==> src/rtl/uart_rx_if.sv <==
// Byte-side bundle of the UART receiver: valid/ready holding register plus error pulses.
// master = receiver side, slave = downstream consumer.
interface uart_rx_if;
  logic [7:0] rx_data;
  logic       rx_valid;
  logic       rx_ready;
  logic       frame_err;
  logic       overrun;
  logic       parity_err;

  modport master (
    output rx_data, rx_valid, frame_err, overrun, parity_err,
    input  rx_ready
  );

  modport slave (
    input  rx_data, rx_valid, frame_err, overrun, parity_err,
    output rx_ready
  );
endinterface

==> src/rtl/uart_rx.sv <==
// uart_rx: oversampled UART receiver (8N1), mid-bit sampling, glitch/frame/overrun checks.
// Define UART_RX_PARITY_EN to add a parity bit (8E1/8O1 selected by PARITY_ODD).
module uart_rx #(
  parameter int CLK_FREQ   = 50000000,
  parameter int BAUD_RATE  = 9600,
  parameter int OVERSAMPLE = 16,
  parameter int PARITY_ODD = 0
) (
  input  logic      clk,
  input  logic      rst,
  input  logic      rx,
  uart_rx_if.master bus
);

  localparam int TICK_DIV = CLK_FREQ / (BAUD_RATE * OVERSAMPLE);
  localparam int TCNT_W   = (TICK_DIV > 1) ? $clog2(TICK_DIV) : 1;
  localparam int SCNT_W   = $clog2(OVERSAMPLE);

  localparam logic [TCNT_W-1:0] TICK_LAST = TCNT_W'(TICK_DIV - 1);
  localparam logic [SCNT_W-1:0] SAMP_MID  = SCNT_W'(OVERSAMPLE / 2 - 1);
  localparam logic [SCNT_W-1:0] SAMP_LAST = SCNT_W'(OVERSAMPLE - 1);

  if (TICK_DIV < 1 || OVERSAMPLE < 8 || (OVERSAMPLE % 2) != 0 ||
      PARITY_ODD < 0 || PARITY_ODD > 1) begin : g_param_check
    $error("uart_rx: illegal parameter combination");
  end

  typedef enum logic [2:0] {
    S_IDLE, S_START, S_DATA, S_PARITY, S_STOP, S_BREAK
  } state_t;

  state_t state, state_nxt;

  logic              rx_meta_p0, rx_s, rx_s_d;
  logic              fall, tick;
  logic [TCNT_W-1:0] tick_cnt;
  logic [SCNT_W-1:0] samp_cnt, samp_target;
  logic [2:0]        bit_cnt;
  logic [7:0]        shift_p0;
  logic              start_entry, sample, shift_en, stop_ok, stop_bad;
  logic              par_ok, commit, par_fail;

  // Stage 0/1: two-flop synchroniser, then edge-detect delay
  always_ff @(posedge clk or posedge rst) begin
    if (rst) begin
      rx_meta_p0 <= 1'b1;
      rx_s       <= 1'b1;
      rx_s_d     <= 1'b1;
    end else begin
      rx_meta_p0 <= rx;
      rx_s       <= rx_meta_p0;
      rx_s_d     <= rx_s;
    end
  end

  assign fall = rx_s_d & ~rx_s;
  assign tick = (tick_cnt == TICK_LAST);

  // Tick divider restarts on START entry so the first sample lands mid start-bit
  always_ff @(posedge clk or posedge rst) begin
    if (rst)                       tick_cnt <= '0;
    else if (start_entry || tick)  tick_cnt <= '0;
    else                           tick_cnt <= tick_cnt + 1'b1;
  end

  always_ff @(posedge clk or posedge rst) begin
    if (rst)                     samp_cnt <= '0;
    else if (start_entry)        samp_cnt <= '0;
    else if (tick && state != S_IDLE && state != S_BREAK)
      samp_cnt <= sample ? '0 : samp_cnt + 1'b1;
  end

  // FSM state register
  always_ff @(posedge clk or posedge rst) begin
    if (rst) state <= S_IDLE;
    else     state <= state_nxt;
  end

  // FSM next-state logic
  always_comb begin
    state_nxt = state;
    case (state)
      S_IDLE:   if (fall)   state_nxt = S_START;
      S_START:  if (sample) state_nxt = rx_s ? S_IDLE : S_DATA;
      S_DATA:
        if (sample && bit_cnt == 3'd7) begin
`ifdef UART_RX_PARITY_EN
          state_nxt = S_PARITY;
`else
          state_nxt = S_STOP;
`endif
        end
      S_PARITY: if (sample) state_nxt = S_STOP;
      S_STOP:   if (sample) state_nxt = rx_s ? S_IDLE : S_BREAK;
      S_BREAK:  if (rx_s)   state_nxt = S_IDLE;
      default:  state_nxt = S_IDLE;
    endcase
  end

  // FSM output decode
  always_comb begin
    start_entry = (state == S_IDLE) && fall;
    samp_target = (state == S_START) ? SAMP_MID : SAMP_LAST;
    sample      = tick && (samp_cnt == samp_target) &&
                  (state == S_START || state == S_DATA ||
                   state == S_PARITY || state == S_STOP);
    shift_en    = sample && (state == S_DATA);
    stop_ok     = sample && (state == S_STOP) && rx_s;
    stop_bad    = sample && (state == S_STOP) && !rx_s;
  end

  always_ff @(posedge clk or posedge rst) begin
    if (rst) begin
      bit_cnt  <= '0;
      shift_p0 <= '0;
    end else if (start_entry) begin
      bit_cnt  <= '0;
    end else if (shift_en) begin
      bit_cnt  <= bit_cnt + 1'b1;
      shift_p0 <= {rx_s, shift_p0[7:1]};
    end
  end

`ifdef UART_RX_PARITY_EN
  logic par_en, par_bit_p0;

  assign par_en = sample && (state == S_PARITY);

  always_ff @(posedge clk or posedge rst) begin
    if (rst)         par_bit_p0 <= 1'b0;
    else if (par_en) par_bit_p0 <= rx_s;
  end

  assign par_ok = (par_bit_p0 == ((^shift_p0) ^ 1'(PARITY_ODD)));
`else
  assign par_ok = 1'b1;
`endif

  assign commit   = stop_ok && par_ok;
  assign par_fail = stop_ok && !par_ok;

  // Stage 2: holding register and one-cycle error pulses
  always_ff @(posedge clk or posedge rst) begin
    if (rst) begin
      bus.rx_data    <= '0;
      bus.rx_valid   <= 1'b0;
      bus.frame_err  <= 1'b0;
      bus.overrun    <= 1'b0;
      bus.parity_err <= 1'b0;
    end else begin
      bus.frame_err  <= stop_bad;
      bus.parity_err <= par_fail;
      bus.overrun    <= commit && bus.rx_valid && !bus.rx_ready;
      if (commit && (!bus.rx_valid || bus.rx_ready)) begin
        bus.rx_data  <= shift_p0;
        bus.rx_valid <= 1'b1;
      end else if (bus.rx_valid && bus.rx_ready) begin
        bus.rx_valid <= 1'b0;
      end
    end
  end

endmodule

==> src/flat_wrapper.sv <==
// flat-port wrapper written by rule: the top's interface ports become plain ports
module uart_rx_flat 
#(
  parameter int CLK_FREQ   = 50000000,
  parameter int BAUD_RATE  = 9600,
  parameter int OVERSAMPLE = 16,
  parameter int PARITY_ODD = 0
)
  (clk, rst, rx, bus_rx_data, bus_rx_valid, bus_frame_err, bus_overrun, bus_parity_err, bus_rx_ready);
  uart_rx_if bus_i ();
  input  logic clk;
  input  logic rst;
  input  logic rx;
  output wire logic [$bits(bus_i.rx_data)-1:0] bus_rx_data;
  output wire logic [$bits(bus_i.rx_valid)-1:0] bus_rx_valid;
  output wire logic [$bits(bus_i.frame_err)-1:0] bus_frame_err;
  output wire logic [$bits(bus_i.overrun)-1:0] bus_overrun;
  output wire logic [$bits(bus_i.parity_err)-1:0] bus_parity_err;
  input wire logic [$bits(bus_i.rx_ready)-1:0] bus_rx_ready;
  assign bus_rx_data = bus_i.rx_data;
  assign bus_rx_valid = bus_i.rx_valid;
  assign bus_frame_err = bus_i.frame_err;
  assign bus_overrun = bus_i.overrun;
  assign bus_parity_err = bus_i.parity_err;
  assign bus_i.rx_ready = bus_rx_ready;
  uart_rx #(.CLK_FREQ(CLK_FREQ), .BAUD_RATE(BAUD_RATE), .OVERSAMPLE(OVERSAMPLE), .PARITY_ODD(PARITY_ODD)) u_core (.clk(clk), .rst(rst), .rx(rx), .bus(bus_i));
endmodule
==> config.mk <==
export PLATFORM = sky130hd
export DESIGN_NAME = uart_rx_flat
export DESIGN_NICKNAME = d
export VERILOG_FILES = /design/src/rtl/uart_rx_if.sv /design/src/rtl/uart_rx.sv /design/src/flat_wrapper.sv
export SDC_FILE = /design/constraint.sdc
export NUM_CORES = 1
export LEC_CHECK = 0
export BUFFER_PORTS_ARGS = -buffer_cell sky130_fd_sc_hd__clkbuf_2
export CORE_UTILIZATION = 35
export DETAILED_ROUTE_END_ITERATION = 7
export PLACE_DENSITY_LB_ADDON = 0.25
export SYNTH_ARGS = -nofsm -noshare
export SYNTH_HDL_FRONTEND = slang
export SYNTH_SLANG_ARGS = --single-unit
==> constraint.sdc <==
create_clock -name clk -period 6.45 [get_ports clk]
set_input_delay 0.3225 -clock clk [delete_from_list [all_inputs] [get_ports clk]]
set_output_delay 0.3225 -clock clk [all_outputs]
set_load 0.02 [all_outputs]
==> results by group <==
Yosys
  • Syn avg cell area: between 10 and 15 um^2
  • Syn_nets: around 160
  • Ys Warns: 0
  • Share of synthesized registers carrying an async set or reset: 100.0%
  • Post-synthesis sequential area ratio: a little over half
  • Post-synth EDFFs: 0
  • Mapped Area: ~0.0019 mm^2
  • Synth Register Bits: 41
  • Syn Inst Count: 155
  • Main synth FF type: dfrtp_1
  • Post-synth cell types: 41

STA
  • Period minus WS final: roughly 2.3 ns
  • RSZ-0062 raised after global routing: false
  • Setup violations, final: 0
  • FMAX: ~440 MHz
  • Hold Fails Final Rpt: 0
  • Slew HR: 49.79%
  • Skew final: between 0.005 and 0.006 ns
  • Least-Margin Pin Slew: 0.7415 ns
  • Hold WS: 0.1147 ns
  • Tcrit/Tclk final: a little over a third
  • TNS Setup: 0 ns
  • Final Max Slew Viols: 0
  • PnR worst setup slack: 4.172 ns

Global route
  • Total GRT Usage: roughly an eighth
  • Pin count of the biggest net entering global routing: between 40 and 50
  • Initial antenna violation count: 0
  • Congestion Overflow GR: 0
  • Number of global-route vias before repair: 1202
  • First-pass GRT wire length: ~5300 um

Cells and area
  • # diodes: 0
  • Fill count: 470
  • Design area: ~0.0021 mm^2
  • Area grow syn2layout: 11.75%
  • Fin util: between 40% and 50%
  • Register Area: just over 0.001 mm^2
  • Multi-input gate area: slightly above 800 um^2
  • Share of cells above drive strength 1: between 20% and 30%
  • Layout Nets: 181

CTS
  • Post-CTS setup buffers: 0
  • Worst-Skew Late Latency: between 0.2 and 0.3 ns
  • CTS tree: built
  • # hold bufs at CTS: 0
  • Post-CTS sizing: 0
  • Clk buf depth: 2
  • Worst-path clk slew: around 0.07 ns
  • H-tree Lvls: 2
  • Clk sinks: between 40 and 50
  • Root Driver: clkbuf_8
  • CTS Buf Count: 5

Die
  • Chip height: about 76 um
  • Initial Utilization: a little under two fifths
  • I/O pins: 16
  • Core Region: 0.005172 mm^2
  • Rows: 26
  • Chip width: between 70 and 80 um
  • DIE AREA: 0.005743 mm^2

Drt
  • DRC violations left: 0
  • Via Count: 1200
  • First-pass DRT Iterations: 4
  • DR vias/cell: between 4 and 5
  • Starting DRC count in detailed routing: 42
  • DR WL/cell: ~13 um
  • Antenna Nets Post-Route: 0
  • Total Routed Length: 3122 um

Power and ir drop
  • Peak VDD IR: 0.1246 mV
  • PD cells: 262.0 mW/mm^2
  • Leakage Power: 1.066 nW

Placement
  • Hpwl dp: approximately 2200 um
  • IO buf count: 14
  • DP Worst Slack: ~4.2 ns
  • Routability Congestion: about 0.77
  • Placed Area: ~0.0020 mm^2

Critical path
  • Worst setup SP type: flip-flop
  • WS Path Type: reg -> reg
  • WP data arrival: approximately 2.5 ns
  • Worst-path maximum fanout: 11
  • WP data required: ~6.6 ns
  • CP Capture Type: flip-flop

Outcome
  • Outcome: finished clean

Hold path
  • Worst min path class: in -> reg

Run
  • Max_cap viols: 0
[metal layers]
layer	global-route usage, %	vias up	share of wire, %
met5	0	-	0
met4	6.173	0	1.8
met3	3.704	7	3.3
met2	20.94	23	48
met1	14.95	600	47
li1	-	570	-
[cell usage in the layout (no fill, tap or decap), drive strengths merged, types with 2 or more instances in the layout]
cell	count
or3	2
and3	3
nor2	13
a21oi	2
nand2	9
xor2	8
mux2i	3
clkbuf	20
nor4b	2
o21ai	5
nor2b	3
mux2	16
nand2b	3
nand3	7
dfstp	3
ha	5
xnor2	2
nand4	3
inv	7
dfrtp	38
nor3	2
[Yosys cell counts (all sizes together), types with 5 or more instances]
| cell type | n | area share [%] |
|---|---|---|
| nand3 | 7 | 1.8 |
| ha | 5 | 3.3 |
| xor2 | 8 | 3.7 |
| nand2 | 9 | 1.8 |
| o21ai | 5 | 1.3 |
| inv | 7 | 1.4 |
| dfrtp | 38 | 50 |
| nor2 | 13 | 2.6 |
| mux2 | 16 | 11 |
[cells by family after synthesis]
family | count (synthesis) | share of synthesized area [%]
flops | 41 | 54.04
xor+xnor | 10 | 4.597
mux | 19 | 12.41
fa+ha+maj | 5 | 3.283
other cells | 1 | 0.1968
buf+inv | 12 | 3.021
compound gates | 14 | 4.663
simple gates | 53 | 17.79
[final cells by class]
type                       instances  share of cell area [%]
clock buffer                       6                   3.878
clock inverter                     1                  0.3525
inverter                           7                   1.234
multi-input combinational        102                   38.43
sequential                        41                   48.36
tap                               70                   4.113
timing repair buffer              15                   3.643
[worst max-delay path, cell delays in order (launching register included)]
cell	delay (ns)
dfrtp_1	0.44
inv_1	0.08
ha_1	0.13
and4b_1	0.32
nand4_4	0.18
or4_4	0.68
mux2_4	0.33
[sequential cells by signal, indices dropped and copies added, names as in the netlist]
name and count:
u_core.shift_p0 8, u_core.bit_cnt 3, u_core.rx_s 1, u_core.tick_cnt 9, u_core.bus.frame_err 1, u_core.bus.rx_data 8
u_core.bus.rx_valid 1, u_core.rx_s_d 1, u_core.rx_meta_p0 1, u_core.samp_cnt 4, u_core.bus.overrun 1, u_core.state 3
[per-stage QoR]
step,power (mW),std cells
after detailed placement,0.3953,235
after global placement,0.3895,235
after global routing,0.5926,242
final,0.5579,242
after floorplan,0.3744,155
after CTS,0.5660,242
[path summary, 6_finish.rpt]
check | depth (start not counted) | slack, ns | startpoint | to
min in group asynchronous | 3 | 0.12 | rst | u_core.shift_p0[2]
setup / recovery | 6 | 4.17 | u_core.tick_cnt[0] | u_core.shift_p0[2]
hold reg to reg | 0 | 0.36 | u_core.rx_meta_p0 | u_core.rx_s
max in group asynchronous | 3 | 5.94 | rst | u_core.rx_meta_p0
hold / removal | 1 | 0.11 | rx | u_core.rx_meta_p0
setup reg to reg | 6 | 4.17 | u_core.tick_cnt[0] | u_core.shift_p0[2]
[power by group]
| part | switching (mW) | internal, mW | leakage (nW) |
|---|---|---|---|
| Clock | 0.0825 | 0.0845 | 0.0433 |
| Sequential | 0.0336 | 0.279 | 0.548 |
| Combinational | 0.0412 | 0.0367 | 0.474 |
| Total | 0.157 | 0.401 | 1.07 |
Note: power is estimated with default switching activity, not from simulation.
